### src/rtl/conv_out_wb.sv
// Convolution output writeback: shift, ReLU, saturate to int8,
// pack four lanes per word and write them to memory via a 2-entry FIFO.
module conv_out_wb #(
    parameter int         N_OUT    = 128,
    parameter logic [7:0] OUT_BASE = 8'd64
) (
    input  logic        clk,
    input  logic        rst_n,
    input  logic        start,
    input  logic        relu_en,
    input  logic [4:0]  cfg_shift,
    input  logic        res_valid,
    input  logic [31:0] res_data,
    output logic        res_ready,
    output logic        mem_req,
    output logic        mem_we,
    output logic [7:0]  mem_addr,
    output logic [31:0] mem_wdata,
    input  logic        mem_gnt,
    output logic        busy,
    output logic        done
);

    typedef enum logic [1:0] {IDLE, RUN, FLUSH, DONE} state_t;

    localparam int CW = $clog2(N_OUT) + 1;

    state_t        state_q, state_d;
    logic [CW-1:0] cnt_q, cnt_d;
    logic [1:0]    lane_q, lane_d;
    logic [7:0]    widx_q, widx_d;
    logic [23:0]   stage_q, stage_d;
    logic [31:0]   fifo_q [2];
    logic [31:0]   fifo_d [2];
    logic          wr_ptr_q, wr_ptr_d;
    logic          rd_ptr_q, rd_ptr_d;
    logic [1:0]    occ_q, occ_d;

    logic signed [31:0] shifted;
    logic [7:0]         res_byte;
    logic               accept;
    logic               push;
    logic               pop;

    assign res_ready = (state_q == RUN) && (occ_q != 2'd2);
    assign accept    = res_valid && res_ready;
    assign push      = accept && (lane_q == 2'd3);
    assign mem_req   = (occ_q != 2'd0);
    assign mem_we    = mem_req;
    assign pop       = mem_req && mem_gnt;
    assign mem_addr  = OUT_BASE + widx_q;
    assign mem_wdata = mem_req ? fifo_q[rd_ptr_q] : 32'h0;
    assign busy      = (state_q != IDLE);
    assign done      = (state_q == DONE);

    // Condition one result: arithmetic shift, optional ReLU, clamp to int8
    always_comb begin
        shifted = $signed(res_data) >>> cfg_shift;
        if (relu_en && shifted < 0) begin
            shifted = '0;
        end
        if (shifted > 32'sd127) begin
            res_byte = 8'h7f;
        end else if (shifted < -32'sd128) begin
            res_byte = 8'h80;
        end else begin
            res_byte = shifted[7:0];
        end
    end

    // Next-state, lane packing, FIFO bookkeeping and word index
    always_comb begin
        state_d  = state_q;
        cnt_d    = cnt_q;
        lane_d   = lane_q;
        widx_d   = widx_q;
        stage_d  = stage_q;
        fifo_d   = fifo_q;
        wr_ptr_d = wr_ptr_q;
        rd_ptr_d = rd_ptr_q;
        occ_d    = occ_q;

        if (accept) begin
            cnt_d  = cnt_q + 1'b1;
            lane_d = lane_q + 2'd1;
            unique case (lane_q)
                2'd0: stage_d[7:0]   = res_byte;
                2'd1: stage_d[15:8]  = res_byte;
                2'd2: stage_d[23:16] = res_byte;
                default: ;
            endcase
        end
        if (push) begin
            fifo_d[wr_ptr_q] = {res_byte, stage_q};
            wr_ptr_d         = ~wr_ptr_q;
        end
        if (pop) begin
            rd_ptr_d = ~rd_ptr_q;
            widx_d   = widx_q + 8'd1;
        end
        unique case ({push, pop})
            2'b10:   occ_d = occ_q + 2'd1;
            2'b01:   occ_d = occ_q - 2'd1;
            default: occ_d = occ_q;
        endcase

        unique case (state_q)
            IDLE: begin
                if (start) begin
                    state_d = RUN;
                    cnt_d   = '0;
                    lane_d  = '0;
                    widx_d  = '0;
                    stage_d = '0;
                end
            end
            RUN: begin
                if (accept && cnt_q == CW'(N_OUT - 1)) begin
                    state_d = FLUSH;
                end
            end
            FLUSH: begin
                if (occ_d == 2'd0) begin
                    state_d = DONE;
                end
            end
            DONE: begin
                state_d = IDLE;
            end
            default: state_d = IDLE;
        endcase
    end

    // State and datapath registers
    always_ff @(posedge clk or negedge rst_n) begin
        if (!rst_n) begin
            state_q   <= IDLE;
            cnt_q     <= '0;
            lane_q    <= '0;
            widx_q    <= '0;
            stage_q   <= '0;
            fifo_q[0] <= '0;
            fifo_q[1] <= '0;
            wr_ptr_q  <= 1'b0;
            rd_ptr_q  <= 1'b0;
            occ_q     <= '0;
        end else begin
            state_q   <= state_d;
            cnt_q     <= cnt_d;
            lane_q    <= lane_d;
            widx_q    <= widx_d;
            stage_q   <= stage_d;
            fifo_q[0] <= fifo_d[0];
            fifo_q[1] <= fifo_d[1];
            wr_ptr_q  <= wr_ptr_d;
            rd_ptr_q  <= rd_ptr_d;
            occ_q     <= occ_d;
        end
    end

endmodule

### config.mk
export PLATFORM = sky130hd
export DESIGN_NAME = conv_out_wb
export DESIGN_NICKNAME = d
export VERILOG_FILES = /design/src/rtl/conv_out_wb.sv
export SDC_FILE = /design/constraint.sdc
export NUM_CORES = 1
export LEC_CHECK = 0
export CAP_MARGIN = 20
export CORE_UTILIZATION = 59
export CTS_CLUSTER_DIAMETER = 30
export DETAILED_ROUTE_END_ITERATION = 10
export DONT_BUFFER_PORTS = 1
export MAX_ROUTING_LAYER = met4
export PLACE_DENSITY = 0.78
export SYNTH_ARGS = -nofsm -noshare
export SYNTH_HDL_FRONTEND = slang
export SYNTH_SLANG_ARGS = --single-unit
### constraint.sdc
create_clock -name clk -period 2.55 [get_ports clk]
set_input_delay 0.1275 -clock clk [delete_from_list [all_inputs] [get_ports clk]]
set_output_delay 0.1275 -clock clk [all_outputs]
set_load 0.005 [all_outputs]
==> flow_metrics.env, run 1 <==
export IMPL_holdWs_ns=-0.541
export IMPL_route_final_wire_length_mm=19.0
export IMPL_grt_util_all_layers_pct=31.2
export IMPL_timing_max_transition_violations_final=0
export IMPL_violations="negative hold slack"
export IMPL_syn2layout_area_growth_pct=8.40
export IMPL_detailedRoute_firstIterationViolations=548
export IMPL_setup_worst_path_start="state_q[1]$_DFFE_PN0P_"
export IMPL_crit_slowest_cell="dfrtp_1"
export IMPL_fmax_mhz=411
export IMPL_min_period_ns=2.43
export IMPL_power_density_cell_area_nw_per_um2=925
export IMPL_vdd_ir_drop_worst_uv=703
export IMPL_pre_cts_slack_ns=-0.0579
export IMPL_synth_edf_count=0
export IMPL_sw_frac_of_total_pct=37.1
export IMPL_report_final_hold_viol_count=112
export IMPL_timing_critical_path_required_ns=2.79
export IMPL_synth_ff_type="dfrtp_1"
export IMPL_gr_total_overflow=0
export IMPL_syn_num_nets=807
export IMPL_setup_violations=0
export IMPL_sequential_cell_area_sq_um=2800
export IMPL_slew_limit_headroom_pct=47.7
export IMPL_power_combinational_fraction_pct=38.5
export IMPL_ys_seq_area_share_pct=37.1
export IMPL_cp_slowest_stage_delay_ns=0.39
export IMPL_outcome="finished, violations left"
export IMPL_number_of_ports_placed_on_the_die_boundary=88
export IMPL_floorplan_die_area_sq_um=13300
export IMPL_worst_ep_arrival_time_ns=2.68
export IMPL_drt_wirelength_per_cell_microns=20.6
export IMPL_clock_tree_buffer_depth=2
export IMPL_fp_dieW_microns=115
export IMPL_mappedNetlistArea_sq_um=7560
export IMPL_clock_latency_ns=0.36
export IMPL_antenna_found_initial=0
export IMPL_num_vias=5974
export IMPL_worst_margin_pin_slew_ns=0.784
export IMPL_first_pass_grt_wire_length_mm=30.5
export IMPL_drt_vias_per_instance=6.51
export IMPL_antenna_diode_count=0
export IMPL_syn_mean_instance_area_sq_um=10.1
export IMPL_clock_skew_ns=0.00706
export IMPL_p_clk_share_pct=18.9
export IMPL_detailed_place_hpwl_mm=13.6
export IMPL_floorplan_die_height_microns=115
export IMPL_design_core_area_sq_um=12300
export IMPL_critical_path_top_delay_family="simple AND/OR/NAND/NOR gates"
export IMPL_std_cell_rows=40
export IMPL_hold_path_class="in -> async"
export IMPL_maximum_number_of_pins_on_one_net_before_global_route_repair=113
export IMPL_path_class="reg -> reg"
export IMPL_cts_made_buffers=9
export IMPL_tritoncts="built"
export IMPL_clk_pin_slew_worst_paths_ns=0.07
export IMPL_internal_power_w=0.00477
export IMPL_htree_num_levels=3
export IMPL_port_buffers=0
export IMPL_setup_tns_final_ns=0
export IMPL_finalCritPeriodShare_pct=95.4
export IMPL_synth_lib_cells_used_distinct=69
export IMPL_fin_ws_ns=0.116
export IMPL_finalWeightedCongestion=0.953
export IMPL_fin_nets=801
export IMPL_initial_utilization_pct=61.7
export IMPL_cts_root_buffer_cell="clkbuf_16"
export IMPL_ant_nets=0
export IMPL_critical_path_startpoint_type="flip-flop"
export IMPL_p_sw_w=0.00281
export IMPL_synthArstFlopShare_pct=100
export IMPL_share_seq_of_total_power_pct=42.7
export IMPL_cts_num_sinks=112
export IMPL_critical_path_n_buffers_inverters=2
export IMPL_first_global_vias=5742
export IMPL_leakagePower_nw=3.62
export IMPL_firstDrtPassIters=5
export IMPL_cp_end_kind="flip-flop"
export IMPL_multiInputGateArea_sq_um=4440
export IMPL_netlist_top_cells_area="dfrtp_1 (37%), mux4_2 (11%), mux2i_1 (8.3%)"
export IMPL_post_route_drc_count=0
export IMPL_postSynthCellCount=752
export IMPL_synth_top_cell_area_share_pct=37.1
export IMPL_timing_rr_start="state_q[1]$_DFFE_PN0P_"
export IMPL_proportion_of_layout_cells_with_a_drive_suffix_above_1_pct=20.5
export IMPL_synth_yosys_warnings=0
export IMPL_timing_critical_path_fanout_max=15
export IMPL_max_cap_violations=0
export IMPL_synth_seq_cells=112
export IMPL_fillers=916
export IMPL_synth_largest_area_cell="dfrtp_1"
export IMPL_crit_chain="inv_2 > ha_2 > a21boi_4 > and2_4 > buf_6 > and3_1 > and4_1 > nand3b_1 > a21oi_1 > mux2_2"
==> per-stage QoR <==
step	utilization (%)	total power [W]	area, sq um	hold slack [ns]	instances
detailed placement	64.0	0.00610	7850	-0.166	901
global placement	64.0	0.00590	7850	-0.166	901
finish	66.9	0.00759	8200	-0.541	918
CTS	66.6	0.00760	8170	-0.559	918
global route	66.9	0.00811	8200	-0.568	918
floorplan	-	0.00539	7620	-0.168	752
==> what timing repair did <==
item | 4_1_cts | 5_1_grt
buffers inserted | 2 | 0
setup endpoints to repair | 1 | 2
pin swaps | 0 | 0
gates resized for setup | 0 | 9
hold endpoints to repair | 112 | 112
==> synth_stat cells (all sizes together) (2+ instances only) <==
cell    number
dfrtp      112
nand2      107
nor2       101
mux2i       63
mux4        42
clkbuf      39
mux2        31
buf         25
o22ai       25
a21oi       18
inv         15
o22a        15
o21ai       14
and3        13
xor2        13
ha          12
nand2b       8
xnor2        8
nand3        7
a211oi       6
nor3         6
and2         4
nand4        4
nand4b       4
nor2b        4
a221oi       3
a32oi        3
a41oi        3
and4         3
nor4         3
o21a         3
or2          3
a221o        2
nor3b        2
o211a        2
o211ai       2
o221ai       2
o32ai        2
o41ai        2
or3          2
==> cell families (layout without fill, tap and decap cells) <==
group,after synthesis,after routing,synth area share (%)
compound gates,117,117,11.0
buf+inv,79,77,5.24
simple gates,275,275,16.6
flops,112,112,37.1
fa+ha+maj,12,12,1.99
mux,136,136,25.7
xor+xnor,21,21,2.43
==> final timing paths <==
path	end	slack, ns	cells past startpoint
setup / recovery	state_q[1]$_DFFE_PN0P_	0.12	10
hold / removal	fifo_q[19]$_DFFE_PN0P_	-0.54	0
setup reg to reg	state_q[1]$_DFFE_PN0P_	0.12	10
hold reg to reg	fifo_q[11]$_DFFE_PN0P_	0.48	2
max in group asynchronous	rd_ptr_q$_DFFE_PN0P_	2.87	0
min in group clk	fifo_q[63]$_DFFE_PN0P_	0.14	2
==> state kept, by name, indices dropped and copies added (netlist names) <==
signal,flops
state_q,2
lane_q,2
widx_q,8
stage_q,24
cnt_q,8
occ_q,2
fifo_q,64
wr_ptr_q,1
rd_ptr_q,1
==> placed cells by master (no fill, tap or decap), types with 9 or more instances in the layout <==
cell,n
mux4_2,37
nand2_1,106
ha_1,10
o22ai_1,25
inv_1,13
a21oi_1,18
o21ai_0,10
and3_1,13
mux2_2,30
mux2i_1,63
buf_4,44
nor2_1,98
xor2_1,13
dfrtp_1,111
o22a_1,15
clkbuf_16,9
==> cell type report <==
| cell class | count | share of cell area [%] |
|---|---|---|
| Tap cell | 168 | 2.56 |
| Inverter | 15 | 0.687 |
| Clock buffer | 9 | 2.75 |
| Multi-Input combinational cell | 561 | 54.2 |
| Timing Repair Buffer | 47 | 4.65 |
| Clock inverter | 6 | 0.946 |
| Sequential cell | 112 | 34.2 |
==> power by group through the flow <==
stage	clock [W]	sequential [W]	combinational, W
2_1_floorplan	0	0.00301	0.00238
3_3_place_gp	0	0.00319	0.00271
3_5_place_dp	0	0.00326	0.00284
4_1_cts	0.00148	0.00323	0.00289
5_1_grt	0.00153	0.00334	0.00323
6_report	0.00143	0.00324	0.00292
==> per-layer routing <==
| metal | vias up | GRT usage (%) | share of wire [%] |
|---|---|---|---|
| met5 | - | - | 0 |
| met1 | 2977 | 40.2 | 42 |
| met2 | 241 | 48.6 | 49 |
| li1 | 2713 | - | - |
| met4 | 0 | 10.5 | 2.3 |
| met3 | 43 | 7.33 | 6.8 |
==> worst register-to-register path, cell delays in order (launching register included) <==
cell      delay [ns]
dfrtp_1         0.39
inv_2           0.08
ha_2            0.18
a21boi_4        0.18
and2_4          0.17
buf_6           0.20
and3_1          0.25
and4_1          0.22
nand3b_1        0.08
a21oi_1         0.21
mux2_2          0.36
(Power assumes the default switching activity.)
==> run 2: changes to the inputs <==
Settings changed: CORE_UTILIZATION 59 to 45, PLACE_DENSITY 0.78 to default.
==> flow_metrics.env, run 2 (synthesis results as in run 1) <==
export IMPL_cts_made_buffers=9
export IMPL_holdWs_ns=-0.531
export IMPL_cts_root_buffer_cell="clkbuf_16"
export IMPL_maximum_number_of_pins_on_one_net_before_global_route_repair=113
export IMPL_syn2layout_area_growth_pct=10.1
export IMPL_detailed_place_hpwl_mm=14.0
export IMPL_grt_setup_unrepaired="no"
export IMPL_first_global_vias=5867
export IMPL_crit_slowest_cell="mux4_1"
export IMPL_clock_latency_ns=0.36
export IMPL_setup_tns_final_ns=0
export IMPL_clock_tree_buffer_depth=2
export IMPL_setup_violations=0
export IMPL_firstDrtPassIters=5
export IMPL_timing_critical_path_required_ns=2.76
export IMPL_number_of_ports_placed_on_the_die_boundary=88
export IMPL_post_route_drc_count=0
export IMPL_cp_slowest_stage_delay_ns=0.62
export IMPL_fillers=1544
export IMPL_crit_chain="mux4_1 > mux2_2 > o22ai_1 > nand2_1 > o41ai_1 > a41oi_2 > buf_4 > o21ai_2 > o22ai_1"
export IMPL_initial_utilization_pct=45.8
export IMPL_std_cell_rows=47
export IMPL_p_clk_share_pct=20.2
export IMPL_route_final_wire_length_mm=19.6
export IMPL_biggest_regs="fifo_q (64), stage_q (24)"
export IMPL_max_cap_violations=0
export IMPL_finalCoreUtilization_pct=50.4
export IMPL_proportion_of_layout_cells_with_a_drive_suffix_above_1_pct=21.0
export IMPL_fin_nets=803
export IMPL_sequential_cell_area_sq_um=2800
export IMPL_path_class="in -> reg"
export IMPL_critical_path_top_delay_family="compound AO/OA/AOI/OAI gates"
export IMPL_floorplan_die_area_sq_um=17300
export IMPL_critical_path_n_buffers_inverters=1
export IMPL_ant_nets=0
export IMPL_cts_num_sinks=112
export IMPL_internal_power_w=0.00494
export IMPL_layout_commonest_cell="dfrtp_1"
export IMPL_timing_critical_path_fanout_max=60
export IMPL_timing_max_transition_violations_final=0
export IMPL_first_pass_grt_wire_length_mm=32.3
export IMPL_num_vias=5813
export IMPL_drt_wirelength_per_cell_microns=20.1
export IMPL_share_seq_of_total_power_pct=41.7
export IMPL_final_cell_mix="dfrtp_1 (111), nand2_1 (106), nor2_1 (98)"
export IMPL_gr_total_overflow=0
export IMPL_drt_vias_per_instance=5.97
export IMPL_tritoncts="built"
export IMPL_power_density_cell_area_nw_per_um2=931
export IMPL_port_buffers=0
export IMPL_htree_num_levels=3
export IMPL_design_core_area_sq_um=16500
export IMPL_finalCritPeriodShare_pct=95.4
export IMPL_min_period_ns=2.43
export IMPL_fp_dieW_microns=132
export IMPL_multiInputGateArea_sq_um=4460
export IMPL_cp_end_kind="flip-flop"
export IMPL_clock_skew_ns=0.0161
export IMPL_outcome="finished, violations left"
export IMPL_path_common_cell="o22ai_1"
export IMPL_floorplan_die_height_microns=132
export IMPL_leakagePower_nw=3.65
export IMPL_antenna_found_initial=0
export IMPL_critical_path_startpoint_type="input pin"
export IMPL_fmax_mhz=411
export IMPL_vdd_ir_drop_worst_uv=458
export IMPL_power_combinational_fraction_pct=38.1
export IMPL_worst_ep_arrival_time_ns=2.64
export IMPL_p_sw_w=0.00281
export IMPL_detailedRoute_firstIterationViolations=339
export IMPL_flip_flop_count_of_the_largest_register_all_copies_and_words_added=64
export IMPL_slew_limit_headroom_pct=48.8
export IMPL_worst_margin_pin_slew_ns=0.768
export IMPL_grt_util_all_layers_pct=24.3
export IMPL_finalWeightedCongestion=0.989
export IMPL_report_final_hold_viol_count=112
export IMPL_hold_path_class="in -> async"
export IMPL_clk_pin_slew_worst_paths_ns=0.07
export IMPL_antenna_diode_count=0
export IMPL_largest_register="fifo_q"
export IMPL_sw_frac_of_total_pct=36.3
export IMPL_violations="negative hold slack"
## run 2: per-stage QoR
stage,cell area [sq um],setup slack (ns),power [W],cells
finish,8330,0.117,0.00775,973
global route,8330,0.0140,0.00831,973
CTS,8270,0.0147,0.00773,971
detailed placement,7920,-0.175,0.00614,954
global placement,7920,-0.215,0.00597,954
floorplan,7620,-0.0410,0.00539,752
## run 2: timing repair
action,CTS,global route
pin swaps,0,4
resized for setup,3,9
cloned,0,0
hold endpoints to repair,112,112
setup buffers,1,2
setup endpoints to repair,1,2
## run 2: metal layers
layer / vias to the layer above / track usage, % / routed length [microns]
li1: 2717 / - / -
met1: 2909 / 31.8 / 8660
met2: 163 / 39.0 / 9580
met3: 24 / 4.09 / 982
met4: 0 / 6.52 / 345
met5: - / - / 0
## run 2: area by class of cell
class,instances,share of cell area [%]
Timing Repair Buffer,49,4.72
Clock buffer,10,2.87
Sequential cell,112,33.7
Inverter,15,0.676
Clock inverter,6,1.16
Multi-Input combinational cell,561,53.6
Tap cell,220,3.31
## run 2: path summary, 6_finish.rpt
check	slack, ns	cells after the start	startpoint	endpoint
setup / recovery	0.12	9	cfg_shift[1]	stage_q[5]$_DFF_PN0_
hold / removal	-0.53	0	rst_n	fifo_q[44]$_DFFE_PN0P_
setup reg to reg	0.16	13	state_q[1]$_DFFE_PN0P_	state_q[1]$_DFFE_PN0P_
hold reg to reg	0.48	2	fifo_q[20]$_DFFE_PN0P_	fifo_q[20]$_DFFE_PN0P_
max in group asynchronous	2.90	0	rst_n	rd_ptr_q$_DFFE_PN0P_
min in group clk	0.13	2	res_data[31]	fifo_q[63]$_DFFE_PN0P_
## run 2: worst reg2reg max path, delay by kind of cell, from the launching register on
| family | cells | cell delay, ns |
|---|---|---|
| compound gates | 4 | 0.55 |
| flops | 1 | 0.40 |
| fa+ha+maj | 2 | 0.31 |
| simple gates | 3 | 0.31 |
| xor+xnor | 2 | 0.31 |
| mux | 1 | 0.31 |
| buf+inv | 1 | 0.09 |
## run 2: power groups by stage
| stage | Clock, W | Sequential, W | Combinational [W] |
|---|---|---|---|
| after detailed placement | 0 | 0.00327 | 0.00287 |
| after global placement | 0 | 0.00320 | 0.00277 |
| after global routing | 0.00168 | 0.00335 | 0.00328 |
| final | 0.00157 | 0.00323 | 0.00295 |
| after floorplan | 0 | 0.00301 | 0.00238 |
| after CTS | 0.00160 | 0.00323 | 0.00290 |
==> run 3: changes to the inputs <==
--- a/config.mk
+++ b/config.mk
@@ -13,2 +13,3 @@
 export MAX_ROUTING_LAYER = met4
+export SLEW_MARGIN = 40
 export SYNTH_ARGS = -nofsm -noshare
==> constraint.sdc (replaced) <==
create_clock -name clk -period 2.55 [get_ports clk]
set_input_delay 0.255 -clock clk [delete_from_list [all_inputs] [get_ports clk]]
set_output_delay 0.255 -clock clk [all_outputs]
set_load 0.005 [all_outputs]
==> flow_metrics.env, run 3 (synthesis results as in run 1) <==
export IMPL_outcome="finished, violations left"
export IMPL_violations="negative hold slack"
export IMPL_cts_made_buffers=9
export IMPL_ant_nets=0
export IMPL_fin_nets=822
export IMPL_htree_num_levels=3
export IMPL_timing_critical_path_fanout_max=60
export IMPL_proportion_of_layout_cells_with_a_drive_suffix_above_1_pct=23.3
export IMPL_met1Wirelength_mm=8.83
export IMPL_worst_ep_arrival_time_ns=2.71
export IMPL_layout_commonest_cell="dfrtp_1"
export IMPL_finalWeightedCongestion=0.902
export IMPL_share_seq_of_total_power_pct=40.8
export IMPL_fp_dieW_microns=132
export IMPL_cp_end_kind="flip-flop"
export IMPL_cts_root_buffer_cell="clkbuf_16"
export IMPL_syn2layout_area_growth_pct=12.3
export IMPL_design_core_area_sq_um=16500
export IMPL_finalCritPeriodShare_pct=96.0
export IMPL_report_final_hold_viol_count=112
export IMPL_clock_latency_ns=0.35
export IMPL_p_sw_w=0.00280
export IMPL_first_pass_grt_wire_length_mm=31.8
export IMPL_routed_top_layer="met4"
export IMPL_initial_utilization_pct=45.8
export IMPL_route_met2_wl_mm=9.61
export IMPL_post_route_drc_count=0
export IMPL_power_density_cell_area_nw_per_um2=911
export IMPL_pre_cts_slack_ns=-0.240
export IMPL_num_vias=5959
export IMPL_timing_critical_path_required_ns=2.81
export IMPL_floorplan_die_area_sq_um=17300
export IMPL_antenna_diode_count=0
export IMPL_port_buffers=0
export IMPL_first_global_vias=5841
export IMPL_vdd_ir_drop_worst_uv=451
export IMPL_detailed_place_hpwl_mm=14.1
export IMPL_max_cap_violations=0
export IMPL_fillers=1467
export IMPL_firstDrtPassIters=6
export IMPL_drt_wirelength_per_cell_microns=20.0
export IMPL_largest_register="fifo_q"
export IMPL_slew_limit_headroom_pct=58.6
export IMPL_timing_max_transition_violations_final=0
export IMPL_detailedRoute_firstIterationViolations=444
export IMPL_holdWs_ns=-0.406
export IMPL_maximum_number_of_pins_on_one_net_before_global_route_repair=113
export IMPL_number_of_ports_placed_on_the_die_boundary=88
export IMPL_cts_num_sinks=112
export IMPL_hold_path_class="in -> async"
export IMPL_leakagePower_nw=3.74
export IMPL_path_class="in -> reg"
export IMPL_std_cell_rows=47
export IMPL_wl_met3_mm=1.10
export IMPL_fin_ws_ns=0.102
export IMPL_clock_skew_ns=0.00716
export IMPL_clk_pin_slew_worst_paths_ns=0.07
export IMPL_drt_vias_per_instance=6.01
export IMPL_internal_power_w=0.00494
export IMPL_timing_rr_start="state_q[1]$_DFFE_PN0P_"
export IMPL_antenna_found_initial=0
export IMPL_critical_path_startpoint_type="input pin"
export IMPL_fmax_mhz=409
export IMPL_worst_r2r_cell_count=13
export IMPL_p_clk_share_pct=19.5
export IMPL_clock_tree_buffer_depth=2
export IMPL_sw_frac_of_total_pct=36.2
export IMPL_tritoncts="built"
export IMPL_worst_margin_pin_slew_ns=0.620
export IMPL_flip_flop_count_of_the_largest_register_all_copies_and_words_added=64
export IMPL_floorplan_die_height_microns=132
export IMPL_biggest_regs="fifo_q (64), stage_q (24)"
export IMPL_final_cell_mix="dfrtp_1 (111), nand2_1 (106), nor2_1 (99)"
export IMPL_setup_worst_path_start="cfg_shift[1]"
export IMPL_gr_total_overflow=0
export IMPL_power_combinational_fraction_pct=39.7
export IMPL_min_period_ns=2.45
export IMPL_route_final_wire_length_mm=19.9
export IMPL_setup_violations=0
export IMPL_grt_util_all_layers_pct=24.0
-- run 3: cell count changes in the layout (fill, tap and decap cells not counted), moves of 2 or more --
cell,change
buf_4,+19
o21ai_2,-2
inv_6,-2
o21ai_4,+2
-- run 3: layer usage --
| metal | vias to the layer above | track usage [%] |
|---|---|---|
| li1 | 2761 | - |
| met1 | 2983 | 31.8 |
| met2 | 194 | 37.2 |
| met3 | 21 | 5.02 |
| met4 | 0 | 6.59 |
| met5 | - | - |
-- run 3: cell type report --
type | instances | area, sq um | share of cell area, %
repair buffers | 67 | 515 | 6.07
flip-flops and latches | 112 | 2800 | 33.0
well taps | 220 | 275 | 3.24
clock inverters | 5 | 80.1 | 0.943
multi-input cells | 562 | 4520 | 53.2
clock buffers | 11 | 243 | 2.86
inverters | 15 | 56.3 | 0.663
-- run 3: power by group through the flow --
| stage | logic (W) | registers [W] | clock network [W] |
|---|---|---|---|
| after detailed placement | 0.00295 | 0.00319 | 0 |
| after global placement | 0.00285 | 0.00313 | 0 |
| after CTS | 0.00300 | 0.00316 | 0.00154 |
| after floorplan | 0.00237 | 0.00300 | 0 |
| final | 0.00307 | 0.00316 | 0.00151 |
| after global routing | 0.00338 | 0.00327 | 0.00162 |
-- run 3: repair_timing --
| item | CTS | global route |
|---|---|---|
| pin swaps | 1 | 6 |
| setup endpoints to repair | 1 | 34 |
| cloned | 0 | 1 |
| resized for setup | 5 | 18 |
| buffers inserted | 1 | 4 |
| hold endpoints to repair | 112 | 112 |
-- run 3: worst max-delay path, cell delays in order --
cell and delay, ns:
mux2i_1 0.13, mux4_2 0.51, a222oi_1 0.41, nand4b_1 0.13, or3_1 0.38, o31a_2 0.44, nand4b_4 0.24, o22ai_1 0.21
-- run 3: worst paths after layout --
| path | endpoint | slack, ns |
|---|---|---|
| max | stage_q[13]$_DFF_PN0_ | 0.10 |
| min | fifo_q[16]$_DFFE_PN0P_ | -0.41 |
| max reg2reg | state_q[1]$_DFFE_PN0P_ | 0.15 |
| min reg2reg | fifo_q[5]$_DFFE_PN0P_ | 0.47 |
| max in group asynchronous | rd_ptr_q$_DFFE_PN0P_ | 2.78 |
| min in group clk | fifo_q[63]$_DFFE_PN0P_ | 0.27 |
-- run 3: stage by stage --
stage                     setup TNS (ns)  instance area [sq um]  util (%)  instances  total power (W)
after floorplan                    -5.29                   7610         -        752          0.00537
after global placement             -6.98                   8020      48.5        970          0.00598
after detailed placement           -6.93                   8020      48.5        970          0.00614
after CTS                              0                   8370      50.6        987          0.00770
after global routing             -0.0149                   8490      51.4        992          0.00827
final                                  0                   8490      51.4        992          0.00774
